`src/rtl/tm_pkg.sv`:
```
// Shared types and constants for the tape-machine sequencer.
// Phase codes, tape geometry and symbol/state widths live here.
package tm_pkg;

    localparam int SYM_W   = 2;
    localparam int STATE_W = 3;
    localparam int ADDR_W  = 4;

    localparam int TAPE_DEPTH = 16;
    localparam logic [STATE_W-1:0] HALT_STATE = 3'd7;

    typedef logic [SYM_W-1:0]   sym_t;
    typedef logic [STATE_W-1:0] state_t;
    typedef logic [ADDR_W-1:0]  addr_t;

    typedef enum logic [2:0] {
        PH_LOAD,
        PH_WAIT,
        PH_READ,
        PH_EXEC,
        PH_HALT,
        PH_ERROR
    } phase_t;

endpackage

```
`src/rtl/tm_sequencer_if.sv`:
```
// Tape RAM port and rule-table lookup bundle between the
// sequencer (master) and the external memories (slave).
interface tm_sequencer_if;
    import tm_pkg::*;

    addr_t  tape_addr;
    logic   tape_we;
    sym_t   tape_wdata;
    sym_t   tape_rdata;
    state_t rule_state;
    sym_t   rule_sym;
    sym_t   rule_wsym;
    logic   rule_move;
    state_t rule_next;

    modport master (
        output tape_addr, tape_we, tape_wdata,
        output rule_state, rule_sym,
        input  tape_rdata,
        input  rule_wsym, rule_move, rule_next
    );

    modport slave (
        input  tape_addr, tape_we, tape_wdata,
        input  rule_state, rule_sym,
        output tape_rdata,
        output rule_wsym, rule_move, rule_next
    );

endinterface

```
`src/rtl/tm_edge_detect.sv`:
```
// Rising-edge detector for an already-synchronized button level.
// The history flop resets high so a held button yields no edge.
module tm_edge_detect (
    input  logic clk,
    input  logic rst_n,
    input  logic level,
    output logic pulse
);

    logic prev;

    always_ff @(posedge clk or negedge rst_n) begin
        if (!rst_n) prev <= 1'b1;
        else        prev <= level;
    end

    assign pulse = level & ~prev;

endmodule

```
`src/rtl/tm_sequencer.sv`:
```
// Button-driven Turing-machine sequencer: loads a tape, then
// single-steps the machine against an external rule table.
module tm_sequencer #(
    parameter int TAPE_DEPTH = tm_pkg::TAPE_DEPTH,
    parameter logic [2:0] HALT_STATE = tm_pkg::HALT_STATE
) (
    input  logic                clk100,
    input  logic                reset_n,
    input  logic                next_btn,
    input  logic                done_btn,
    input  tm_pkg::sym_t        in_sym,
    tm_sequencer_if.master      tape,
    output tm_pkg::addr_t       head,
    output tm_pkg::state_t      tm_state,
    output logic [2:0]          phase,
    output logic                compute_done,
    output logic                err
);
    import tm_pkg::*;

    localparam logic [ADDR_W:0] DEPTH_P =
        (ADDR_W+1)'(TAPE_DEPTH);
    localparam addr_t LAST = ADDR_W'(TAPE_DEPTH - 1);

    phase_t          ph;
    logic [ADDR_W:0] load_ptr;
    addr_t           head_q;
    state_t          st_q;
    logic            next_edge;
    logic            done_edge;
    logic            load_wr;
    logic            bound;
    logic            halt;

    tm_edge_detect u_next (
        .clk   (clk100),
        .rst_n (reset_n),
        .level (next_btn),
        .pulse (next_edge)
    );

    tm_edge_detect u_done (
        .clk   (clk100),
        .rst_n (reset_n),
        .level (done_btn),
        .pulse (done_edge)
    );

    assign load_wr = (ph == PH_LOAD) && next_edge
                   && (load_ptr < DEPTH_P);
    assign bound = tape.rule_move ? (head_q == LAST)
                                  : (head_q == '0);
    assign halt = (tape.rule_next == HALT_STATE);

    // Loading and stepping share one RAM port.
    always_comb begin
        tape.tape_we    = load_wr || (ph == PH_EXEC);
        tape.tape_addr  = head_q;
        tape.tape_wdata = tape.rule_wsym;
        if (ph == PH_LOAD) begin
            tape.tape_addr  = load_ptr[ADDR_W-1:0];
            tape.tape_wdata = in_sym;
        end
        tape.rule_state = st_q;
        tape.rule_sym   = tape.tape_rdata;
    end

    always_ff @(posedge clk100 or negedge reset_n) begin
        if (!reset_n) begin
            ph           <= PH_LOAD;
            load_ptr     <= '0;
            head_q       <= '0;
            st_q         <= '0;
            compute_done <= 1'b0;
            err          <= 1'b0;
        end else begin
            unique case (ph)
                PH_LOAD: begin
                    if (load_wr) load_ptr <= load_ptr + 1'b1;
                    if (done_edge) begin
                        ph     <= PH_WAIT;
                        head_q <= '0;
                        st_q   <= '0;
                    end
                end
                PH_WAIT: if (next_edge) ph <= PH_READ;
                PH_READ: ph <= PH_EXEC;
                PH_EXEC: begin
                    st_q <= tape.rule_next;
                    if (!bound) begin
                        head_q <= tape.rule_move ? head_q + 1'b1
                                                 : head_q - 1'b1;
                    end
                    if (halt) begin
                        ph           <= PH_HALT;
                        compute_done <= 1'b1;
                    end else if (bound) begin
                        ph  <= PH_ERROR;
                        err <= 1'b1;
                    end else begin
                        ph <= PH_WAIT;
                    end
                end
                PH_HALT:  ph <= PH_HALT;
                PH_ERROR: ph <= PH_ERROR;
                default:  ph <= PH_ERROR;
            endcase
        end
    end

    assign head     = head_q;
    assign tm_state = st_q;
    assign phase    = ph;

endmodule

```
`src/flat_wrapper.sv`:
```
// flat-port wrapper written by rule: the top's interface ports become plain ports
module tm_sequencer_flat import tm_pkg::*;
#(
    parameter int TAPE_DEPTH = tm_pkg::TAPE_DEPTH,
    parameter logic [2:0] HALT_STATE = tm_pkg::HALT_STATE
)
  (clk100, reset_n, next_btn, done_btn, in_sym, head, tm_state, phase, compute_done, err, tape_tape_addr, tape_tape_we, tape_tape_wdata, tape_rule_state, tape_rule_sym, tape_tape_rdata, tape_rule_wsym, tape_rule_move, tape_rule_next);
  tm_sequencer_if tape_i ();
  input  logic clk100;
  input  logic reset_n;
  input  logic next_btn;
  input  logic done_btn;
  input  tm_pkg::sym_t in_sym;
  output tm_pkg::addr_t head;
  output tm_pkg::state_t tm_state;
  output logic [2:0] phase;
  output logic compute_done;
  output logic err;
  output wire logic [$bits(tape_i.tape_addr)-1:0] tape_tape_addr;
  output wire logic [$bits(tape_i.tape_we)-1:0] tape_tape_we;
  output wire logic [$bits(tape_i.tape_wdata)-1:0] tape_tape_wdata;
  output wire logic [$bits(tape_i.rule_state)-1:0] tape_rule_state;
  output wire logic [$bits(tape_i.rule_sym)-1:0] tape_rule_sym;
  input wire logic [$bits(tape_i.tape_rdata)-1:0] tape_tape_rdata;
  input wire logic [$bits(tape_i.rule_wsym)-1:0] tape_rule_wsym;
  input wire logic [$bits(tape_i.rule_move)-1:0] tape_rule_move;
  input wire logic [$bits(tape_i.rule_next)-1:0] tape_rule_next;
  assign tape_tape_addr = tape_i.tape_addr;
  assign tape_tape_we = tape_i.tape_we;
  assign tape_tape_wdata = tape_i.tape_wdata;
  assign tape_rule_state = tape_i.rule_state;
  assign tape_rule_sym = tape_i.rule_sym;
  assign tape_i.tape_rdata = tape_tape_rdata;
  assign tape_i.rule_wsym = tape_rule_wsym;
  assign tape_i.rule_move = tape_rule_move;
  assign tape_i.rule_next = tape_rule_next;
  tm_sequencer #(.TAPE_DEPTH(TAPE_DEPTH), .HALT_STATE(HALT_STATE)) u_core (.clk100(clk100), .reset_n(reset_n), .next_btn(next_btn), .done_btn(done_btn), .in_sym(in_sym), .tape(tape_i), .head(head), .tm_state(tm_state), .phase(phase), .compute_done(compute_done), .err(err));
endmodule
```
`config.mk`:
```
export PLATFORM = sky130hd
export DESIGN_NAME = tm_sequencer_flat
export DESIGN_NICKNAME = d
export VERILOG_FILES = /design/src/rtl/tm_pkg.sv /design/src/rtl/tm_sequencer_if.sv /design/src/rtl/tm_edge_detect.sv /design/src/rtl/tm_sequencer.sv /design/src/flat_wrapper.sv
export SDC_FILE = /design/constraint.sdc
export NUM_CORES = 1
export LEC_CHECK = 0
export ABC_AREA = 1
export ABC_CLOCK_PERIOD_IN_PS = 1200
export CORE_MARGIN = 3
export CORE_UTILIZATION = 55
export DETAILED_ROUTE_END_ITERATION = 10
export DONT_BUFFER_PORTS = 1
export PLACE_DENSITY = 0.7
export SYNTH_ARGS = -nofsm -noshare
export SYNTH_HDL_FRONTEND = slang
export SYNTH_SLANG_ARGS = --single-unit
```
`constraint.sdc`:
```
create_clock -name clk100 -period 1.2 [get_ports clk100]
set_input_delay 0.24 -clock clk100 [delete_from_list [all_inputs] [get_ports clk100]]
set_output_delay 0.24 -clock clk100 [all_outputs]
set_load 0.02 [all_outputs]
```
# Yosys cells after proc, flatten, opt, wreduce, memory -nomap -nowiden
# Cells that the tools add are included.
[classes]
n_bitwise = 5
order_cmp = 1
n_reduce_logical = 12
muxes = 14
n_addsub = 3
eq_ne = 9
[ops]
columns = ["cell", "n"]
rows = [
  ["$mux 4", 4],
  ["$mux 3", 5],
  ["$pmux 3 s5", 1],
  ["$pmux 4 s2", 1],
  ["$reduce_and 2->1", 4],
  ["$eq 3x2->1 const B", 2],
  ["$eq 3x3->1 const B", 2],
  ["$pmux 3 s2", 1],
  ["$reduce_and 3->1", 2],
  ["$add 5x1->5 const B", 1],
  ["$lt 5x5->1 const B", 1],
  ["$add 4x1->4 const B", 1],
  ["$eq 4x4->1 const B", 1],
  ["$logic_not 4->1", 1],
  ["$ne 2x1->1 const B", 2],
  ["$sub 4x1->4 const B", 1],
  ["$eq 3x1->1 const B", 1],
  ["$logic_not 3->1", 1],
  ["$not 1->1", 3],
  ["$and 1x1->1", 2],
  ["$logic_and 1x1->1", 2],
  ["$mux 2", 1],
  ["$ne 2x2->1 const B", 1],
  ["$reduce_bool 2->1", 1],
  ["other kinds (2)", 2],
]
[word_totals]
register_bits = 19
output_inout_bits = 24
elab_cells = 52
input_bits = 14

# Logic depth before layout (Yosys ltp)
# Gate-level depths: netlist of the first run.
[depth]
depth_word = 5
ltp_mapped = 8
depth_no_buf = 8

# Hierarchy
# Synthesis of the first run repeated with hierarchy kept, for this count alone.
[hier_totals]
cells_unflattened = 137
hier_area_um2 = 1126.1
[by_module_without_submodules]
columns = ["mod", "n_inst", "area_per_inst_um2", "cells_per_inst", "seq_area_each_um2"]
rows = [
  ["tm_sequencer", 1, 1053.5, 131, 425.4],
  ["tm_edge_detect", 2, 36.3, 3, 26.3],
]

# Worst setup path after synthesis of the first run
# No wires, ideal clock.
[synth_path]
path_kind = "register to output"
startpoint = "register u_core.ph[0], in the netlist u_core.phase[0]"
endpoint = "output tape_tape_addr[0]"
required_time_ns = 0.960
setup_slack_ns = -0.436
stages_incl_launch_ff = 6
path_buffers = 1
t_arrival_ns = 1.396
path_cell_list = "dfrtp_1 > clkinv_1 > nand2_2 > nor2_4 > buf_2 > o21ai_0"
[synth_between]
elab_chain_cells = 2
[synth_lines]
columns = ["element", "line", "text"]
rows = [
  ["start, declared", "tm_sequencer.sv:25", "phase_t ph;"],
  ["start signal, assigned", "tm_sequencer.sv:70", "ph <= PH_LOAD;"],
  ["start signal, assigned", "tm_sequencer.sv:81", "ph <= PH_WAIT;"],
  ["start signal, assigned", "tm_sequencer.sv:86", "PH_WAIT: if (next_edge) ph <= PH_READ;"],
  ["$logic_not 3->1", "tm_sequencer.sv:60", "if (ph == PH_LOAD) begin"],
  ["$mux 4", "tm_sequencer.sv:60", ""],
  ["end, declared", "flat_wrapper.sv:19", "output wire logic [$bits(tape_i.tape_addr)-1:0] tape_tape_addr;"],
]
# Every way passes these cells.

# Worst setup path after layout of the first run
[layout_path]
startpoint = "register u_core.ph[1], in the netlist u_core.phase[1]"
endpoint = "output tape_tape_wdata[1]"
[layout_between]
elab_chain_cells = 2
[layout_lines]
columns = ["element", "line", "text"]
rows = [
  ["$logic_not 3->1", "tm_sequencer.sv:60", ""],
  ["$mux 2", "tm_sequencer.sv:60", ""],
  ["end, declared", "flat_wrapper.sv:21", "output wire logic [$bits(tape_i.tape_wdata)-1:0] tape_tape_wdata;"],
]
# Every way passes these cells.

==> impl_metrics.tcl, run 1 <==
set metrics [dict create \
    gr-usage-all-layers_pct 28.5 \
    ys_types 21 \
    overflow 0 \
    dpl_cell_area_um2 1330 \
    start_kind "flop" \
    grt_pass1_vias 1184 \
    cts_inserted_buffers 3 \
    relSlewSlack_pct 40.5 \
    critPathSlowestCell "dfrtp_2" \
    gp_congestion 0.819 \
    port_buffers 0 \
    dp_hpwl_um 1980 \
    die_w_um 50.5 \
    cp.required_ns 0.96 \
    drt_iter0_drc 54 \
    finalClockSkew_ns 0.000407 \
    synth-seq-cells 19 \
    synth_edf_count 0 \
    tightest_slew_ns 0.892 \
    diodes 0 \
    violations "setup timing" \
    switching_share_pct 28.8 \
    final_common_cell "nand2_1" \
    p_switching_mw 0.344 \
    root_buffer "clkbuf_4" \
    viasPerCell 6.08 \
    synth_nets 159 \
    grt_first_pass_wirelength_um 5330 \
    initial_core_util_pct 60.5 \
    cts_tree "yes" \
    clock_sinks 19 \
    die_y_um 50.5 \
    syn2layout_area_growth_pct 55.9 \
    grt_use_met3_pct 5.64 \
    antenna_found_initial 0 \
    grt_max_degree 20 \
    clock_power_share_pct 30.1 \
    clock_latency_ns 0.31 \
    postLayoutCellArea_um2 1700 \
    maxCapViolCount 0 \
    p_per_area_nw_per_um2 703 \
    p_seq_share_pct 55.5 \
    yosys_warnings 0 \
    fin_tns_setup_ns -8.64 \
    fin_crit_ns 1.67 \
    drive_above_1_share_pct 54.2 \
    timing.critical_path.mode_cell "nand2_4" \
    io-pin-count 38 \
    htree_levels 1 \
    crit_chain "inv_2 -> nand2_4 -> nor2_4 -> buf_6 -> nand2_2 -> nand2_4" \
    fin_nets 198 \
    p_leak_nw 0.889 \
    slowest_delay_ns 0.45 \
    crit_fanout 7 \
    async_flop_share_pct 100 \
    slew_violations 0 \
    finalSetupViolations 29 \
    outcome "complete, but fails checks" \
    met2_usage_pct 53.7 \
    worstHoldPathType "in2reg" \
    drc 0 \
    synth_ff_type "dfrtp_1" \
    finalHoldViolations 0 \
    timing.final.ws_setup_ns -0.471 \
    first_pass_iters 7 \
    fin_crit_sh_pct 139 \
    rsz0062_at_grt "true" \
    max_freq_mhz 598 \
    rows 15 \
    cts_buffer_depth 2 \
    cp.arrival_ns 1.43 \
    comb_power_share_pct 14.4 \
    route.antenna.remaining_nets 0 \
    cp-end-kind "output pin" \
    routed_wl_um 4290 \
    crit_type "reg2out" \
    ir_worst_vdd_v 0.000936 \
    wl_per_cell_um 21.0 \
    dieArea_um2 2550 \
    syn_area_per_cell_um2 7.73 \
    syn_inst 141 \
    vias 1240 \
    met1_usage_pct 29.7 \
    grt-busiest-layer "met2" \
    syn-cell-area_um2 1090 \
    clkTransAtPathRegs_ns 0.12 \
    final_cell_mix "nand2_1, buf_6, buf_4" \
    internal-power_mw 0.850 \
    fp.coreArea_um2 1800 \
    ys_seq_area_share_pct 43.9 \
]
==> path summary, 6_finish.rpt <==
check | start | endpoint | slack [ns] | cells after the start
setup / recovery | u_core.phase[1]$_DFFE_PN0P_ | tape_tape_wdata[1] | -0.47 | 6
hold / removal | tape_rule_next[2] | u_core.tape.rule_state[2]$_DFFE_PN0P_ | 0.05 | 2
setup reg to reg | u_core.phase[1]$_DFFE_PN0P_ | u_core.load_ptr[3]$_DFFE_PN0P_ | -0.39 | 8
hold reg to reg | u_core.load_ptr[0]$_DFFE_PN0P_ | u_core.load_ptr[0]$_DFFE_PN0P_ | 0.56 | 1
max in group asynchronous | reset_n | u_core.head[0]$_DFFE_PN0P_ | 0.50 | 1
min in group asynchronous | reset_n | u_core.err$_DFFE_PN0P_ | 0.10 | 1
==> per-stage QoR <==
stage | hold slack (ns) | utilization (%) | power (mW) | std cells | setup slack (ns)
4_1_cts | 0.0492 | 85.4 | 1.15 | 198 | -0.389
6_report | 0.0525 | 94.3 | 1.19 | 204 | -0.471
3_5_place_dp | -0.0550 | 73.8 | 0.784 | 184 | -0.0904
2_1_floorplan | -0.0556 | - | 0.762 | 141 | -0.102
3_3_place_gp | -0.0551 | 73.8 | 0.777 | 184 | -0.0520
5_1_grt | 0.0504 | 94.3 | 1.22 | 204 | -0.526
==> critical path: cells and delay by family, from the launching register on <==
family | cells | cell delay, ns
DFF | 1 | 0.45
buffers and inverters | 2 | 0.25
and+or+nand+nor | 4 | 0.41
==> cell families after synthesis <==
group / count (synthesis) / synth area share [%]
simple gates: 83 / 34.3
buf+inv: 24 / 10.1
flops: 19 / 43.9
compound gates: 7 / 3.21
xor+xnor: 4 / 3.22
fa+ha+maj: 4 / 5.28
==> cell usage after synthesis (all sizes together) (2+ instances only) <==
library cell	count	area (um^2)
a21oi	2	10.0
buf	6	42.5
dfrtp	17	425
dfstp	2	52.6
ha	3	37.5
inv	17	63.8
nand2	54	215
nand3	14	70.1
nor2	13	76.3
o21ai	5	25.0
xnor2	2	17.5
xor2	2	17.5
==> sequential cells by signal, indices dropped and copies added (netlist names) <==
| register | cells |
|---|---|
| u_core.compute_done | 1 |
| u_core.err | 1 |
| u_core.head | 4 |
| u_core.load_ptr | 5 |
| u_core.phase | 3 |
| u_core.tape.rule_state | 3 |
| u_core.u_done.prev | 1 |
| u_core.u_next.prev | 1 |
==> final cells by class <==
cell class | count | area, um^2
clock buffer | 3 | 22.5
clock inverter | 1 | 7.51
fill | 59 | 103
inverter | 18 | 73.8
multi-input combinational | 98 | 697
sequential | 19 | 485
tap | 25 | 31.3
timing repair buffer | 40 | 382
==> power by group through the flow <==
stage / logic, mW / clock network, mW / registers [mW]
floorplan: 0.0830 / 0 / 0.679
global placement: 0.104 / 0 / 0.673
detailed placement: 0.110 / 0 / 0.674
CTS: 0.143 / 0.350 / 0.661
global route: 0.182 / 0.376 / 0.664
finish: 0.172 / 0.359 / 0.663
==> what timing repair did <==
item                                    4_1_cts  5_1_grt
endpoints found under the setup margin       27       36
hold buffers                                  3        0
resized for setup                            30       32
gates cloned                                  0        0
endpoints found under the hold margin        21        0
buffers inserted                              7        7
pin swaps                                     9       14
==> per-layer routing <==
layer | share of wire, % | vias up
met4 | 6.0 | 0
li1 | - | 510
met1 | 35 | 599
met2 | 51 | 98
met3 | 7.6 | 33
met5 | 0 | -
(Power assumes the default switching activity.)
==> inputs of run 2 (changes only) <==
Settings changed: REMOVE_ABC_BUFFERS from default to 1.
==> impl_metrics.tcl, run 2 (synthesis results as in run 1) <==
set metrics [dict create \
    outcome "complete, but fails checks" \
    violations "setup timing" \
    dieArea_um2 2550 \
    max_freq_mhz 585 \
    reg2reg_from "u_core.phase[0]$_DFFE_PN0P_" \
    post-place-ws_ns -0.167 \
    route.antenna.remaining_nets 0 \
    drt_iter0_drc 46 \
    ir_worst_vdd_v 0.000850 \
    gr-usage-all-layers_pct 23.6 \
    fin_crit_ns 1.71 \
    clock_sinks 19 \
    grt_max_degree 20 \
    initial_core_util_pct 60.5 \
    die_w_um 50.5 \
    viasPerCell 5.54 \
    relSlewSlack_pct 42.0 \
    finalHoldViolations 0 \
    port_buffers 0 \
    wl_per_cell_um 17.3 \
    drc 0 \
    timing.final.ws_setup_ns -0.511 \
    final_cell_mix "nand2_1, buf_4, dfrtp_1" \
    crit_fanout 7 \
    slew_violations 0 \
    diodes 0 \
    routed_wl_um 3450 \
    antenna_found_initial 0 \
    clock_latency_ns 0.31 \
    cts_tree "yes" \
    fp.coreArea_um2 1800 \
    finalClockSkew_ns 0.0110 \
    syn2layout_area_growth_pct 46.5 \
    fin_crit_sh_pct 143 \
    worstHoldPathType "in2reg" \
    rows 15 \
    root_buffer "clkbuf_4" \
    die_y_um 50.5 \
    largest_reg_flops 5 \
    grt_first_pass_wirelength_um 4530 \
    p_leak_nw 0.823 \
    drive_above_1_share_pct 46.0 \
    crit_type "reg2out" \
    rsz0062_at_grt "true" \
    grt_pass1_vias 1071 \
    maxCapViolCount 0 \
    tightest_slew_ns 0.867 \
    gp_congestion 0.851 \
    regMostFlops "u_core.load_ptr" \
    total_power_mw 1.16 \
    dp_hpwl_um 1760 \
    first_pass_iters 4 \
    worstHoldStart "tape_rule_next[2]" \
    vias 1103 \
    cp.required_ns 0.96 \
    finalSetupViolations 28 \
    cts_buffer_depth 2 \
    start_kind "flop" \
    timing.reg2reg.setup_slack_ns -0.28 \
    io-pin-count 38 \
    r2r-end "u_core.head[2]$_DFFE_PN0P_" \
    clkTransAtPathRegs_ns 0.11 \
    fin_nets 193 \
    cp-end-kind "output pin" \
    htree_levels 1 \
    worstHoldEndpoint "u_core.tape.rule_state[2]$_DFFE_PN0P_" \
    reg2reg_depth 10 \
    overflow 0 \
    cp.arrival_ns 1.47 \
    cts_inserted_buffers 3 \
    final_common_cell "nand2_1" \
    hold_depth 2 \
    p_per_area_nw_per_um2 728 \
]
[run 2: worst max-delay path: stages, from the launching register on]
cell and delay, ns:
dfrtp_1 0.42, clkinv_2 0.09, nand2_4 0.06, nor2_4 0.15, buf_12 0.14, nand2_2 0.04, o21ai_1 0.09, buf_4 0.17
[run 2: repair_timing]
item	4_1_cts	5_1_grt
resized for setup	20	36
hold buffers	3	0
setup buffers	4	6
gates cloned	0	1
pin swaps	4	14
hold endpoints to repair	21	0
endpoints found under the setup margin	25	27
[run 2: how the worst max path moves through the flow]
stage | slack, ns | cells past startpoint | endpoint | from
floorplan | -0.31 | 4 | tape_tape_addr[0] | u_core.phase[0]$_DFFE_PN0P_
global placement | -0.10 | 5 | tape_tape_we | u_core.phase[1]$_DFFE_PN0P_
detailed placement | -0.17 | 5 | tape_tape_we | u_core.phase[1]$_DFFE_PN0P_
CTS | -0.41 | 7 | tape_tape_addr[1] | u_core.phase[1]$_DFFE_PN0P_
global route | -0.56 | 7 | tape_tape_addr[0] | u_core.phase[0]$_DFFE_PN0P_
finish | -0.51 | 7 | tape_tape_addr[0] | u_core.phase[0]$_DFFE_PN0P_
[run 2: cell type report]
class	count	area, um^2
multi-input combinational	98	639
sequential	19	478
timing repair buffer	35	353
fill	72	205
inverter	18	68.8
tap	25	31.3
clock buffer	4	26.3
[run 2: per-layer routing]
metal / part of all wire (%) / wire length (um) / global-route usage, %
met4: 3.9 / 134 / 11.2
met5: 0 / 0 / 0
met2: 50 / 1730 / 41.3
met1: 40 / 1370 / 26.8
met3: 6.2 / 212 / 5.64
[run 2: metrics by stage]
| step | instance area [um^2] | setup TNS (ns) | hold WS [ns] | utilization [%] | std cells |
|---|---|---|---|---|---|
| 5_1_grt | 1600 | -7.38 | 0.0426 | 88.6 | 199 |
| 3_5_place_dp | 1240 | -1.75 | -0.0551 | 69.0 | 182 |
| 4_1_cts | 1410 | -3.33 | 0.0543 | 78.3 | 192 |
| 2_1_floorplan | 1050 | -2.16 | -0.0556 | - | 135 |
| 3_3_place_gp | 1240 | -0.777 | -0.0551 | 69.0 | 182 |
| 6_report | 1600 | -6.03 | 0.0348 | 88.6 | 199 |
[run 2: power by group]
| part | switching (mW) | total (mW) | internal [mW] |
|---|---|---|---|
| logic | 0.0978 | 0.170 | 0.0719 |
| clock network | 0.204 | 0.334 | 0.130 |
| registers | 0.00804 | 0.659 | 0.651 |
| total | 0.310 | 1.16 | 0.853 |
==> inputs of run 3 (changes only) <==
Settings changed: SYNTH_HIERARCHICAL from default to 1.
==> impl_metrics.tcl, run 3 <==
set metrics [dict create \
    critPathSlowestCell "dfrtp_1" \
    clock_power_share_pct 29.7 \
    finalCoreUtilization_pct 93.0 \
    initial_core_util_pct 61.9 \
    routed_wl_um 4590 \
    diodes 0 \
    worstHoldPathType "in2reg" \
    relSlewSlack_pct 37.7 \
    syn-cell-area_um2 1130 \
    grt_max_degree 20 \
    io-pin-count 38 \
    synth_ff_type "dfrtp_1" \
    ff_latch_area_um2 480 \
    first_pass_iters 7 \
    crit_chain "inv_2 -> nand2_4 -> nor2_4 -> buf_12 -> nand2_1 -> o21ai_1 -> buf_4" \
    outcome "complete, but fails checks" \
    slew_violations 0 \
    dpl.cell_count 183 \
    root_buffer "clkbuf_4" \
    dieArea_um2 2630 \
    synth_edf_count 0 \
    die_y_um 51.3 \
    gr-usage-all-layers_pct 25.7 \
    slowest_delay_ns 0.43 \
    violations "setup timing" \
    hold_slack_ns 0.0270 \
    cp.arrival_ns 1.51 \
    cts_buffer_depth 2 \
    p_seq_share_pct 53.3 \
    htree_levels 1 \
    internal-power_mw 0.869 \
    grt_first_pass_wirelength_um 4980 \
    p_per_area_nw_per_um2 735 \
    cp-end-kind "output pin" \
    multi_input_comb_area_um2 604 \
    max_freq_mhz 572 \
    start_kind "flop" \
    postLayoutCellArea_um2 1690 \
    cts_tree "yes" \
    regMostFlops "u_core/load_ptr" \
    crit_type "reg2out" \
    clock_latency_ns 0.32 \
    yosysTopAreaCell "dfrtp_1" \
    ys_seq_area_share_pct 42.4 \
    synth_top_area_share_pct 37.8 \
    viasPerCell 6.25 \
    yosysMostFrequentCell "nand2_1" \
    route.antenna.remaining_nets 0 \
    finalHoldViolations 0 \
    comb_power_share_pct 17.0 \
    synth_area_leaders "dfrtp_1, nand2_1, nand3_1" \
    p_switching_mw 0.375 \
    cts_inserted_buffers 3 \
    rsz0062_at_grt "true" \
    crit_fanout 6 \
    fp.coreArea_um2 1820 \
    gp_congestion 0.857 \
    crit_family "flip-flops" \
    syn2layout_area_growth_pct 50.3 \
    maxCapViolCount 0 \
    synthTopCellsByCount "nand2_1, dfrtp_1, inv_1" \
    drive_above_1_share_pct 47.8 \
    timing.final.ws_setup_ns -0.549 \
    ir_worst_vdd_v 0.000711 \
    fin_nets 203 \
    clock_sinks 19 \
    port_buffers 0 \
    finalSetupViolations 31 \
    ys_types 26 \
    async_flop_share_pct 100 \
    fin_crit_ns 1.75 \
    overflow 0 \
    rows 15 \
    die_w_um 51.3 \
    fin_crit_sh_pct 146 \
    syn_area_per_cell_um2 8.22 \
    grt_pass1_vias 1172 \
    final_cells 209 \
    syn_inst 137 \
    dpl_cell_area_um2 1310 \
    final_cell_mix "nand2_1, buf_4, buf_6" \
    yosys_warnings 6 \
    clkTransAtPathRegs_ns 0.14 \
    fill_cells 59 \
    p_leak_nw 0.848 \
    synth-seq-cells 19 \
    finalClockSkew_ns 0.0143 \
    drt_iter0_drc 109 \
    switching_share_pct 30.2 \
    largest_reg_flops 5 \
    drc 0 \
    wl_per_cell_um 22.0 \
    vias 1306 \
    dp_hpwl_um 1830 \
    cp.required_ns 0.96 \
    final_common_cell "nand2_1" \
    tightest_slew_ns 0.931 \
    path_buf_inv 3 \
    antenna_found_initial 0 \
]
## run 3: power by group through the flow
stage	logic (mW)	clock network (mW)	registers (mW)
final	0.211	0.369	0.663
after CTS	0.165	0.339	0.662
after global routing	0.220	0.386	0.664
after detailed placement	0.124	0	0.674
after global placement	0.121	0	0.673
after floorplan	0.0639	0	0.684
## run 3: area by class of cell
cell class / instances / area share, %
flip-flops and latches: 19 / 28.4
multi-input cells: 95 / 35.7
repair buffers: 49 / 28.1
inverters: 17 / 4.36
clock inverters: 1 / 0.296
clock buffers: 3 / 1.33
well taps: 25 / 1.85
## run 3: worst paths after layout
check | startpoint | endpoint | slack [ns] | depth (start not counted)
max reg2reg | u_core/head[2]$_DFFE_PN0P_ | u_core/head[3]$_DFFE_PN0P_ | -0.48 | 7
min in group asynchronous | reset_n | u_core/phase[0]$_DFFE_PN0P_ | 0.49 | 1
max | u_core/phase[1]$_DFFE_PN0P_ | tape_tape_addr[2] | -0.55 | 7
min reg2reg | u_core/load_ptr[4]$_DFFE_PN0P_ | u_core/load_ptr[4]$_DFFE_PN0P_ | 0.55 | 2
min | tape_rule_next[1] | u_core/tape.rule_state[1]$_DFFE_PN0P_ | 0.03 | 2
max in group asynchronous | reset_n | u_core/head[1]$_DFFE_PN0P_ | 0.07 | 1
## run 3: repair_timing
| action | 4_1_cts | 5_1_grt |
|---|---|---|
| cloned | 1 | 0 |
| hold buffers | 3 | 0 |
| setup endpoints to repair | 26 | 28 |
| gates resized for setup | 23 | 24 |
| pin swaps | 5 | 9 |
| endpoints found under the hold margin | 21 | 0 |
| setup buffers | 8 | 10 |
## run 3: per-layer routing
metal | vias up | part of all wire (%) | GRT usage (%)
li1 | 520 | - | -
met1 | 597 | 31 | 28.0
met2 | 136 | 48 | 47.0
met3 | 53 | 12 | 4.66
met4 | 0 | 9.5 | 13.5
met5 | - | 0 | 0
## run 3: cell families (layout without fill, tap and decap cells)
logic type	Yosys count	count (layout)	synth area share [%]
simple gates	76	76	33.1
xor+xnor	4	4	3.78
flops	19	19	42.4
fa+ha+maj	4	4	5.11
compound gates	11	11	5.11
buf+inv	23	70	10.4
## run 3: per-stage QoR
stage                     setup TNS (ns)  setup slack, ns  total power, mW
after global routing               -9.50           -0.625             1.27
after detailed placement           -2.44           -0.189            0.798
after CTS                          -5.26           -0.440             1.17
after global placement             -2.09           -0.163            0.795
final                              -8.44           -0.549             1.24
after floorplan                    -2.61           -0.455            0.747
